**config.mk**
```make
export PLATFORM = sky130hd
export DESIGN_NAME = push_sequencer_flat
export DESIGN_NICKNAME = d
export VERILOG_FILES = /design/src/rtl/push_sequencer_if.sv /design/src/rtl/push_sequencer.sv /design/src/flat_wrapper.sv
export SDC_FILE = /design/constraint.sdc
export NUM_CORES = 1
export LEC_CHECK = 0
export CAP_MARGIN = 25
export CORE_MARGIN = 8
export CORE_UTILIZATION = 40
export CTS_CLUSTER_SIZE = 28
export DETAILED_ROUTE_END_ITERATION = 6
export PLACE_DENSITY = 0.58
export SKIP_CTS_REPAIR_TIMING = 1
export SYNTH_ARGS = -nofsm -noshare
export SYNTH_HDL_FRONTEND = slang
export SYNTH_SLANG_ARGS = --single-unit
```
**constraint.sdc**
```tcl
create_clock -name i_Clk -period 5.7 [get_ports i_Clk]
set_clock_uncertainty 0.1 [all_clocks]
set_input_delay 1.71 -clock i_Clk [delete_from_list [all_inputs] [get_ports i_Clk]]
set_output_delay 1.71 -clock i_Clk [all_outputs]
set_load 0.02 [all_outputs]
```
**src/rtl/push_sequencer_if.sv**
```systemverilog
// Handshake and feedback bundle between push_sequencer, its controller and the BCD counter.
interface push_sequencer_if;
    logic       i_Start;
    logic [3:0] i_Tgt_Ones;
    logic [3:0] i_Tgt_Tens;
    logic [3:0] i_Cur_Ones;
    logic [3:0] i_Cur_Tens;
    logic [1:0] o_Push;
    logic       o_Busy;
    logic       o_Done;
    logic       o_Err;

    modport master (
        output i_Start, i_Tgt_Ones, i_Tgt_Tens, i_Cur_Ones, i_Cur_Tens,
        input  o_Push, o_Busy, o_Done, o_Err
    );

    modport slave (
        input  i_Start, i_Tgt_Ones, i_Tgt_Tens, i_Cur_Ones, i_Cur_Tens,
        output o_Push, o_Busy, o_Done, o_Err
    );
endinterface

```
**src/rtl/push_sequencer.sv**
```systemverilog
// Presses the BCD counter's active-low up/down buttons until its value equals the target.
// Optional PUSH_SEQ_ABORT_EN adds i_Abort (released gap, then error pulse).
module push_sequencer #(
    parameter int unsigned P_PRESS    = 2,
    parameter int unsigned P_GAP      = 2,
    parameter int unsigned P_MAX_PUSH = 60
) (
    input  logic           i_Clk,
    input  logic           i_Rst,
`ifdef PUSH_SEQ_ABORT_EN
    input  logic           i_Abort,
`endif
    push_sequencer_if.slave bus
);

    localparam int unsigned LP_PH  = (P_PRESS > P_GAP) ? P_PRESS : P_GAP;
    localparam int unsigned LP_PHW = $clog2(LP_PH + 1);
    localparam int unsigned LP_CW  = $clog2(P_MAX_PUSH + 1);

    typedef enum logic [2:0] {
        S_IDLE, S_CALC, S_PRESS, S_GAP, S_CHECK, S_DONE, S_ERR
    } state_t;

    state_t            r_State, w_State_Nxt;
    logic [3:0]        r_Tgt_Ones, r_Tgt_Tens;
    logic              r_Dir_Up, w_Dir_Nxt;
    logic [LP_PHW-1:0] r_Ph, w_Ph_Nxt;
    logic [LP_CW-1:0]  r_Cnt, w_Cnt_Nxt;
    logic              r_Abort_Pend, w_Abort_Nxt;
    logic [1:0]        r_Push;
    logic              r_Busy, r_Done, r_Err;

    logic [6:0]        w_T, w_C, w_D;
    logic              w_Tgt_Bad, w_Match, w_Abort_Req;

`ifdef PUSH_SEQ_ABORT_EN
    assign w_Abort_Req = i_Abort && (r_State != S_IDLE);
`else
    assign w_Abort_Req = 1'b0;
`endif

    // Shortest-direction distance modulo 100; the +100 branch covers T < C.
    assign w_T       = 7'(r_Tgt_Tens) * 7'd10 + 7'(r_Tgt_Ones);
    assign w_C       = 7'(bus.i_Cur_Tens) * 7'd10 + 7'(bus.i_Cur_Ones);
    assign w_D       = (w_T >= w_C) ? (w_T - w_C) : (w_T + 7'd100 - w_C);
    assign w_Tgt_Bad = (r_Tgt_Ones > 4'd9) || (r_Tgt_Tens > 4'd9);
    assign w_Match   = (bus.i_Cur_Ones == r_Tgt_Ones) && (bus.i_Cur_Tens == r_Tgt_Tens);

    always_comb begin
        w_State_Nxt = r_State;
        w_Dir_Nxt   = r_Dir_Up;
        w_Ph_Nxt    = r_Ph;
        w_Cnt_Nxt   = r_Cnt;
        w_Abort_Nxt = r_Abort_Pend;
        case (r_State)
            S_IDLE: begin
                w_Cnt_Nxt   = '0;
                w_Abort_Nxt = 1'b0;
                if (bus.i_Start) w_State_Nxt = S_CALC;
            end
            S_CALC: begin
                if (w_Tgt_Bad) begin
                    w_State_Nxt = S_ERR;
                end else if (w_D == 7'd0) begin
                    w_State_Nxt = S_DONE;
                end else begin
                    w_State_Nxt = S_PRESS;
                    w_Dir_Nxt   = (w_D <= 7'd50);
                    w_Ph_Nxt    = LP_PHW'(1);
                    w_Cnt_Nxt   = r_Cnt + LP_CW'(1);
                end
            end
            S_PRESS: begin
                if (r_Ph == LP_PHW'(P_PRESS)) begin
                    w_State_Nxt = S_GAP;
                    w_Ph_Nxt    = LP_PHW'(1);
                end else begin
                    w_Ph_Nxt = r_Ph + LP_PHW'(1);
                end
            end
            S_GAP: begin
                if (r_Ph == LP_PHW'(P_GAP)) begin
                    w_State_Nxt = r_Abort_Pend ? S_ERR : S_CHECK;
                end else begin
                    w_Ph_Nxt = r_Ph + LP_PHW'(1);
                end
            end
            S_CHECK: begin
                if (w_Match) begin
                    w_State_Nxt = S_DONE;
                end else if (r_Cnt == LP_CW'(P_MAX_PUSH)) begin
                    w_State_Nxt = S_ERR;
                end else begin
                    w_State_Nxt = S_PRESS;
                    w_Ph_Nxt    = LP_PHW'(1);
                    w_Cnt_Nxt   = r_Cnt + LP_CW'(1);
                end
            end
            S_DONE:  w_State_Nxt = S_IDLE;
            S_ERR:   w_State_Nxt = S_IDLE;
            default: w_State_Nxt = S_IDLE;
        endcase

        // Abort forces one full release gap before the error exit; an abort inside GAP keeps its timing.
        if (w_Abort_Req) begin
            if (r_State == S_CALC || r_State == S_PRESS || r_State == S_CHECK) begin
                w_State_Nxt = S_GAP;
                w_Ph_Nxt    = LP_PHW'(1);
                w_Abort_Nxt = 1'b1;
            end else if (r_State == S_GAP) begin
                w_Abort_Nxt = 1'b1;
                if (w_State_Nxt == S_CHECK) w_State_Nxt = S_ERR;
            end
        end
    end

    always_ff @(posedge i_Clk or negedge i_Rst) begin
        if (!i_Rst) begin
            r_State      <= S_IDLE;
            r_Tgt_Ones   <= '0;
            r_Tgt_Tens   <= '0;
            r_Dir_Up     <= 1'b0;
            r_Ph         <= '0;
            r_Cnt        <= '0;
            r_Abort_Pend <= 1'b0;
            r_Push       <= 2'b11;
            r_Busy       <= 1'b0;
            r_Done       <= 1'b0;
            r_Err        <= 1'b0;
        end else begin
            r_State      <= w_State_Nxt;
            r_Dir_Up     <= w_Dir_Nxt;
            r_Ph         <= w_Ph_Nxt;
            r_Cnt        <= w_Cnt_Nxt;
            r_Abort_Pend <= w_Abort_Nxt;
            if (r_State == S_IDLE && bus.i_Start) begin
                r_Tgt_Ones <= bus.i_Tgt_Ones;
                r_Tgt_Tens <= bus.i_Tgt_Tens;
            end
            // Outputs registered from next state so they align with the state they describe.
            r_Push <= (w_State_Nxt == S_PRESS) ? (w_Dir_Nxt ? 2'b01 : 2'b10) : 2'b11;
            r_Busy <= (w_State_Nxt != S_IDLE);
            r_Done <= (w_State_Nxt == S_DONE);
            r_Err  <= (w_State_Nxt == S_ERR);
        end
    end

    assign bus.o_Push = r_Push;
    assign bus.o_Busy = r_Busy;
    assign bus.o_Done = r_Done;
    assign bus.o_Err  = r_Err;

endmodule

```
**src/flat_wrapper.sv**
```systemverilog
// flat-port wrapper written by rule: the top's interface ports become plain ports
module push_sequencer_flat 
#(
    parameter int unsigned P_PRESS    = 2,
    parameter int unsigned P_GAP      = 2,
    parameter int unsigned P_MAX_PUSH = 60
)
  (i_Clk, i_Rst, bus_i_Start, bus_i_Tgt_Ones, bus_i_Tgt_Tens, bus_i_Cur_Ones, bus_i_Cur_Tens, bus_o_Push, bus_o_Busy, bus_o_Done, bus_o_Err);
  push_sequencer_if bus_i ();
  input  logic i_Clk;
  input  logic i_Rst;
  input wire logic [$bits(bus_i.i_Start)-1:0] bus_i_Start;
  input wire logic [$bits(bus_i.i_Tgt_Ones)-1:0] bus_i_Tgt_Ones;
  input wire logic [$bits(bus_i.i_Tgt_Tens)-1:0] bus_i_Tgt_Tens;
  input wire logic [$bits(bus_i.i_Cur_Ones)-1:0] bus_i_Cur_Ones;
  input wire logic [$bits(bus_i.i_Cur_Tens)-1:0] bus_i_Cur_Tens;
  output wire logic [$bits(bus_i.o_Push)-1:0] bus_o_Push;
  output wire logic [$bits(bus_i.o_Busy)-1:0] bus_o_Busy;
  output wire logic [$bits(bus_i.o_Done)-1:0] bus_o_Done;
  output wire logic [$bits(bus_i.o_Err)-1:0] bus_o_Err;
  assign bus_i.i_Start = bus_i_Start;
  assign bus_i.i_Tgt_Ones = bus_i_Tgt_Ones;
  assign bus_i.i_Tgt_Tens = bus_i_Tgt_Tens;
  assign bus_i.i_Cur_Ones = bus_i_Cur_Ones;
  assign bus_i.i_Cur_Tens = bus_i_Cur_Tens;
  assign bus_o_Push = bus_i.o_Push;
  assign bus_o_Busy = bus_i.o_Busy;
  assign bus_o_Done = bus_i.o_Done;
  assign bus_o_Err = bus_i.o_Err;
  push_sequencer #(.P_PRESS(P_PRESS), .P_GAP(P_GAP), .P_MAX_PUSH(P_MAX_PUSH)) u_core (.i_Clk(i_Clk), .i_Rst(i_Rst), .bus(bus_i));
endmodule
```
## Word level (Yosys, flattened, before mapping)

Index checks and enable logic that the tools add are counted.

- Word-level logic and storage cells: 75
- Input port bits: 19
- Register bits: 25

- Equality and inequality tests: 16
- Magnitude comparators: 4
- Multipliers: 2
- Add/subtract/negate cells: 7
- Reductions and logical operators: 10
- Mux-type cells: 26

Operator list:

| cell | count |
|---|---|
| $mux 6 | 4 |
| $mux 3 | 7 |
| $pmux 6 s3 | 1 |
| $mux 2 | 8 |
| $pmux 3 s5 | 1 |
| $add 7x4->7 | 2 |
| $sub 7x7->7 | 2 |
| $mul 4x3->6 const B | 2 |
| $ne 2x2->1 const B | 5 |
| $eq 3x2->1 const B | 3 |
| $eq 3x3->1 const B | 3 |
| $eq 4x4->1 | 2 |
| $gt 4x4->1 const B | 2 |
| $pmux 2 s4 | 1 |
| $add 7x7->7 const B | 1 |
| $ge 7x7->1 | 1 |
| $le 7x6->1 const B | 1 |
| $logic_not 7->1 | 1 |
| $mux 7 | 1 |
| $add 6x1->6 const B | 1 |
| $eq 6x6->1 const B | 1 |
| $reduce_and 6->1 | 1 |
| $reduce_bool 3->1 | 2 |
| $reduce_and 5->1 | 1 |
| 8 further kinds | 11 |

## Depth between registers and ports, before layout

Gate-level depths: netlist of the first run.

- Depth in word-level cells: 11
- Mapped depth: 17
- Mapped depth without buffers: 16

## Worst setup path before layout of the first run

No wires, ideal clock.

- Path type: input -> register
- Start: input port bus_i_Cur_Tens[1]
- End: register u_core.r_Cnt[0]
- Slack: 0.131 ns
- Arrival: 5.400 ns
- Data required time: 5.531 ns
- Setup time: 0.069 ns
- Buffers on the path: 1
- Stages on the path: 15
- Path through: ha_1 -> ha_1 -> fa_1 -> xnor2_1 -> inv_1 -> ha_1 -> inv_1 -> ha_1 -> or3b_2 -> o221a_2 -> nand3_1 -> mux2_2 -> clkbuf_1 -> or4_1 -> nand3_1

- Longest elaborated chain between the ends: 7
- Elaborated cells on any way between the ends: 12

RTL lines:

| element | RTL line | RTL |
|---|---|---|
| from (decl) | flat_wrapper.sv:16 | `input wire logic [$bits(bus_i.i_Cur_Tens)-1:0] bus_i_Cur_Tens;` |
| $mul 4x3->6 | push_sequencer.sv:44 | `assign w_C = 7'(bus.i_Cur_Tens) * 7'd10 + 7'(bus.i_Cur_Ones);` |
| $add 7x4->7 | push_sequencer.sv:44 |  |
| $sub 7x7->7 / $ge 7x7->1 (equally long branches) | push_sequencer.sv:45 | `assign w_D = (w_T >= w_C) ? (w_T - w_C) : (w_T + 7'd100 - w_C);` |
| $mux 7 | push_sequencer.sv:45 |  |
| $logic_not 7->1 | push_sequencer.sv:64 | `end else if (w_D == 7'd0) begin` |
| $ne 2x2->1 (no source line) | n/a |  |
| $reduce_and 5->1 (no source line) (*) | n/a |  |
| to (signal assigned) | push_sequencer.sv:134 | `r_Cnt <= w_Cnt_Nxt;` |
| to (decl) | push_sequencer.sv:28 | `logic [LP_CW-1:0] r_Cnt, w_Cnt_Nxt;` |

Every way passes the cells marked *; elsewhere a longest branch is shown, timed or not.
A chain may end at the register's enable or synchronous reset.

## Worst setup path after layout of the first run

Ends and elaborated chain as after synthesis.

==> results.md, run 1 <==
* Run status: finished clean
* Min cycle time layout at 5.552 ns
* Achievable Freq at 0.1801 GHz
* Wirelength per Cell at 14.49 um
* Count of input and output buffers at 23
* Antenna Violating Nets Remaining at 0
* Vias at 2370
* Synth Area in XOR/XNOR at 7.399%
* FFs w/ async S/R, synth at 100.0%
* Slew Limit Headroom at 45.72%
* Yosys cell types at 56
* Starting Density at 40.75%
* Number of global-route vias before repair at 2294
* CTS tree: yes
* Endpoints failing hold at 0
* Reg2Reg Depth at 12
* CP Depth at 15
* Flops & latches, synth at 25
* Share of the synthesized area in the top cell type at 21.14%
* Io pins at 24
* WP buf/inv at 3
* Antenna cells at 0
* Number of DRC markers in iteration 0 at 127
* EDFF count, synth at 0
* Max-Cap Viols at 0
* First-pass GRT wire length at 11.05 mm
* Setup TNS at 0 ns
* Max clock buf depth at 2
* NumNets Final at 425
* Gr ovfl total at 0
* Post-synthesis net count at 370
* Final period util at 97.41%
* Row cnt at 30
* Vias/cell at 5.326
* Endpoints failing setup at 0
* Core area at 6681 um2
* Critical path class: input pin to flip-flop
* Post-synthesis mux area share at 4.412%
* Syn_area_per_cell at 8.754 um2
* CP arrival at 5.67 ns
* Commonest non-fill, non-tap cell in the layout: buf_4
* RSZ-0062 raised after global routing: false
* Layout cells sized above 1 at 19.73%
* Total detailed-routing wirelength at 6.448 mm
* Storage element area at 628.1 um2
* Filler cells at 653
* Critical-path cell list: clkdlybuf4s50_1, ha_1, ha_2, fa_1, xnor2_2, inv_1, ha_4, buf_4, and3b_1, a22oi_2, nand4_1, or4_4, o21a_4, or4_1, nand3_1
* CP max-delay cell: fa_1
* Largest family of logic cells by synthesized area: adder cells
* HP Class: flip-flop to flip-flop
* H-Tree Level Count at 1
* Multi-input gate area at 2038 um2
* Max stage delay on crit path at 0.60 ns
* Die area at 9702 um2
* Post-synthesis simple-gate area fraction at 20.04%
* Largest net degree at the start of global routing at 26
* Antenna violations before repair at 0
* Synth top area cells: dfrtp_1, ha_1, fa_1
* Hold depth at 2
* Adder-Cell Fraction of Synth Area at 21.14%
* CP max FO at 5
* Final non-filler cell total at 445
* Post-synthesis sequential area ratio at 23.07%
* Post-DP HPWL at 5.313 mm
* Tightest Pin Transition at 0.8080 ns
* Clock-pin slew on the worst setup and hold paths at 0.09 ns
* Synthesized cell area at 2723 um2
* Main synth FF type: dfrtp_1
* Aggregate global-route resource usage at 13.58%
* Root Buffer: clkbuf_8
* CP Capture Type: flip-flop
* Count of final max-slew check failures at 0
* Placed instance count at 439
* Clock latency on the worst-skew pair at 0.27 ns
* Worst endpoint required time at 5.82 ns
* Post-synthesis compound-gate area fraction at 18.75%
* Synthesized instance count at 311
* Vert. Die Dim at 98.50 um
* Worst path top cell family by delay: simple AND/OR/NAND/NOR gates
* CP Launch Type: input pin
* Area grow syn2layout at 25.32%
* Gpl congestion at 0.8511
* CTS sink cnt at 25
* Synth area leader: dfrtp_1
* Commonest non-fill, non-tap cells in the layout: buf_4, inv_1, ha_1
* YS warnings at 0
* DRT Pass-1 Iters at 4
* CTS Buf Count at 3
* Chip Width at 98.50 um
* Remaining DRCs at 0
==> synth_stat cells (all sizes together) (2+ instances only) <==
cell / count
a211oi: 3
a21boi: 2
a21o: 5
a21oi: 18
a22oi: 6
a31oi: 4
and2: 2
and3: 4
buf: 2
clkbuf: 6
dfrtp: 23
dfstp: 2
fa: 10
ha: 30
inv: 29
mux2: 8
mux2i: 3
nand2: 21
nand2b: 4
nand3: 16
nand3b: 3
nand4: 6
nor2: 18
nor2b: 11
nor3: 4
o2111ai: 3
o211ai: 6
o21ai: 12
or3: 4
or4: 4
xnor2: 20
xor2: 3
==> registers in the layout (all words and copies together) (netlist names) <==
register / count
u_core.r_Tgt_Tens: 4
u_core.bus.o_Push: 2
u_core.bus.o_Done: 1
u_core.r_Cnt: 6
u_core.r_Ph: 2
u_core.bus.o_Busy: 1
u_core.r_Tgt_Ones: 4
u_core.r_State: 3
u_core.r_Dir_Up: 1
u_core.bus.o_Err: 1
==> through the flow <==
stage | utilization (%) | setup WS [ns] | hold WS [ns] | area (um2)
after detailed placement | 48.91 | -0.3243 | 0.4312 | 3268
after floorplan | - | 0.1315 | 0.4075 | 2723
final | 51.07 | 0.1478 | 0.4420 | 3412
after global placement | 48.91 | -0.2464 | 0.4331 | 3268
after CTS | 49.61 | -0.03877 | 0.4433 | 3314
after global routing | 51.07 | 0.005025 | 0.4740 | 3412
==> kinds of logic after synthesis <==
family / after synthesis
and+or+nand+nor: 102
DFF: 25
buffers and inverters: 37
xor gates and xnor gates: 23
muxes: 11
AOI/OAI and AO/OA: 73
adders and majority gates: 40
==> final timing paths <==
check | start | to | slack, ns
max | bus_i_Cur_Tens[1] | u_core.r_Cnt[0] | 0.15
min reg2reg | u_core.r_Cnt[4] | u_core.r_Cnt[4] | 0.44
max in group asynchronous | i_Rst | u_core.bus.o_Push[1] | 3.51
min | u_core.r_Cnt[4] | u_core.r_Cnt[4] | 0.44
min in group asynchronous | i_Rst | u_core.r_Cnt[4] | 1.70
max reg2reg | u_core.r_Tgt_Tens[1] | u_core.r_Cnt[0] | 1.44
==> routing by layer <==
layer  GRT usage [%]  routed length, um  vias up
met3           3.101                320        2
met2           22.97               3098       47
met5               0                  0        -
li1                -                  -     1217
met1           17.77               3023     1104
met4           1.063                  6        0
==> layout make-up <==
cell class	instances	share of cell area [%]
clock buffers	3	1.210
clock inverters	1	0.1467
inverters	29	3.190
multi-input cells	250	59.74
flip-flops and latches	25	18.41
well taps	80	2.934
repair buffers	57	14.37
==> worst reg2reg max path: stages (launching register included) <==
cell and delay, ns:
dfrtp_1 0.46, ha_1 0.33, ha_1 0.21, fa_1 0.47
xnor2_1 0.34, inv_1 0.14, fa_1 0.53, or3b_2 0.45
o221a_2 0.14, nand3_2 0.11, mux2_4 0.35, or4_1 0.49
nand3_1 0.10
Power of run 1 is not shown: default switching activity piles up to over one toggle a cycle in this logic, so the estimate is an artifact.
==> run 2: changes to the inputs <==
CORE_ASPECT_RATIO = 1.75   (was default)
==> run 2 against run 1 <==
Utilization rose by 0.57 points. Highest routed layer unchanged. Global-route usage is 1.1 points higher. Fmax down 0.36%. Critical path depth stayed put. Via count is 5.8% higher.
==> results.md, run 2 (same netlist as run 1, synthesis figures left out) <==
* Run status: finished clean (unchanged)
* Wirelength per Cell at 15.48 um (was 14.49 um)
* Achievable Freq at 0.1795 GHz (was 0.1801 GHz)
* CTS Buf Count at 3 (unchanged)
* Top sig layer: met4 (unchanged)
* Count of final max-slew check failures at 0 (unchanged)
* CP Launch Type: input pin (unchanged)
* Number of DRC markers in iteration 0 at 129 (was 127)
* Layout cells sized above 1 at 20.16% (was 19.73%)
* Clock latency on the worst-skew pair at 0.26 ns (was 0.27 ns)
* Antenna Violating Nets Remaining at 0 (unchanged)
* Worst Setup EP: u_core.r_Cnt[0] (unchanged)
* Final period util at 97.76% (was 97.41%)
* Root Buffer: clkbuf_16 (was clkbuf_8)
* R2R Path Start: u_core.r_Tgt_Tens[1] (unchanged)
* R2r setup slk at 1.49 ns (was 1.44 ns)
* Max-Cap Viols at 0 (unchanged)
* Area grow syn2layout at 27.21% (was 25.32%)
* Tightest Pin Transition at 0.7867 ns (was 0.8080 ns)
* Io pins at 24 (unchanged)
* CP Capture Type: flip-flop (unchanged)
* Worst endpoint required time at 5.79 ns (was 5.82 ns)
* Antenna violations before repair at 0 (unchanged)
* CTS sink cnt at 25 (unchanged)
* Final design utilization at 51.64% (was 51.07%)
* Core area at 6706 um2 (was 6681 um2)
* Commonest non-fill, non-tap cell in the layout: buf_4 (unchanged)
* DRT Pass-1 Iters at 4 (unchanged)
* Critical path class: input pin to flip-flop (unchanged)
* Vias/cell at 5.561 (was 5.326)
* Clock-pin slew on the worst setup and hold paths at 0.06 ns (was 0.09 ns)
* Total detailed-routing wirelength at 6.982 mm (was 6.448 mm)
* Post-DP HPWL at 5.942 mm (was 5.313 mm)
* Vias at 2508 (was 2370)
* Remaining DRCs at 0 (unchanged)
* Gpl congestion at 0.8609 (was 0.8511)
* Max reg flops at 6 (unchanged)
* Max clock buf depth at 2 (unchanged)
* WL met2 at 4.045 mm (was 3.098 mm)
* Slew Limit Headroom at 47.15% (was 45.72%)
* Vert. Die Dim at 125.1 um (was 98.50 um)
* Aggregate global-route resource usage at 14.69% (was 13.58%)
* Endpoints failing hold at 0 (unchanged)
* WL met1 at 2.484 mm (was 3.023 mm)
* CP arrival at 5.66 ns (was 5.67 ns)
* Starting Density at 40.60% (was 40.75%)
* Largest net degree at the start of global routing at 26 (unchanged)
* Reg with most FFs: u_core.r_Cnt (unchanged)
* CP max FO at 5 (unchanged)
* Setup crit start: bus_i_Cur_Tens[2] (was bus_i_Cur_Tens[1])
* First-pass GRT wire length at 11.63 mm (was 11.05 mm)
* HP Class: flip-flop to flip-flop (unchanged)
* Number of global-route vias before repair at 2563 (was 2294)
* Count of input and output buffers at 23 (unchanged)
* Antenna cells at 0 (unchanged)
* Endpoints failing setup at 0 (unchanged)
* H-Tree Level Count at 1 (unchanged)
* DR WL met3 at 138 um (was 320 um)
* Row cnt at 40 (was 30)
* Min cycle time layout at 5.572 ns (was 5.552 ns)
* NumNets Final at 427 (was 425)
* Commonest non-fill, non-tap cells in the layout: buf_4, inv_1, ha_1 (unchanged)
* RR Endpoint: u_core.r_Cnt[0] (unchanged)
* Die area at 9807 um2 (was 9702 um2)
* CTS tree: yes (unchanged)
* Largest regs: u_core.r_Cnt x6, u_core.r_Tgt_Ones x4, u_core.r_Tgt_Tens x4 (unchanged)
* Reg2Reg Depth at 13 (was 12)
* Gr ovfl total at 0 (unchanged)
* Chip Width at 78.37 um (was 98.50 um)
## run 2: final cells by class
cell class | count | area, um2
fill | 634 | 3243
multi-input combinational | 249 | 2027
sequential | 25 | 628.1
timing repair buffer | 60 | 515.5
inverter | 29 | 108.9
tap | 84 | 105.1
clock buffer | 4 | 78.83
## run 2: worst max-delay path: stages
cell and delay (ns):
clkdlybuf4s50_1 0.43, ha_1 0.22, ha_2 0.19, fa_1 0.60
xnor2_2 0.13, inv_1 0.06, ha_1 0.29, buf_4 0.16
and3b_1 0.18, a22oi_2 0.14, nand4_1 0.12, or4_4 0.59
o21a_4 0.23, or4_1 0.51, nand3_1 0.10
## run 2: worst min path at each step
stage | start | endpoint | cells past startpoint
after global routing | u_core.r_Cnt[3] | u_core.r_Cnt[3] | 2
after CTS | u_core.r_Cnt[4] | u_core.r_Cnt[4] | 2
after detailed placement | u_core.r_Cnt[4] | u_core.r_Cnt[4] | 2
after floorplan | u_core.r_Tgt_Ones[0] | u_core.r_Tgt_Ones[0] | 2
after global placement | u_core.r_Cnt[3] | u_core.r_Cnt[3] | 2
final | u_core.r_Cnt[4] | u_core.r_Cnt[4] | 2
## run 2: through the flow
| stage | setup slack (ns) | instance area [um2] | std cells | hold WS [ns] | setup TNS [ns] |
|---|---|---|---|---|---|
| global route | -0.01659 | 3463 | 451 | 0.4897 | -0.02220 |
| floorplan | 0.1315 | 2723 | 311 | 0.4075 | 0 |
| finish | 0.1279 | 3463 | 451 | 0.4520 | 0 |
| CTS | 0.05579 | 3374 | 450 | 0.4561 | 0 |
| global placement | -0.1371 | 3296 | 446 | 0.4376 | -1.101 |
| detailed placement | -0.1989 | 3296 | 446 | 0.4475 | -1.893 |
## run 2: layer usage
layer | vias to the layer above | global-route usage [%]
met4 | 0 | 8.342
li1 | 1222 | -
met3 | 19 | 1.435
met2 | 50 | 29.17
met5 | - | 0
met1 | 1217 | 13.55
Power of run 2 is left out for the same reason.
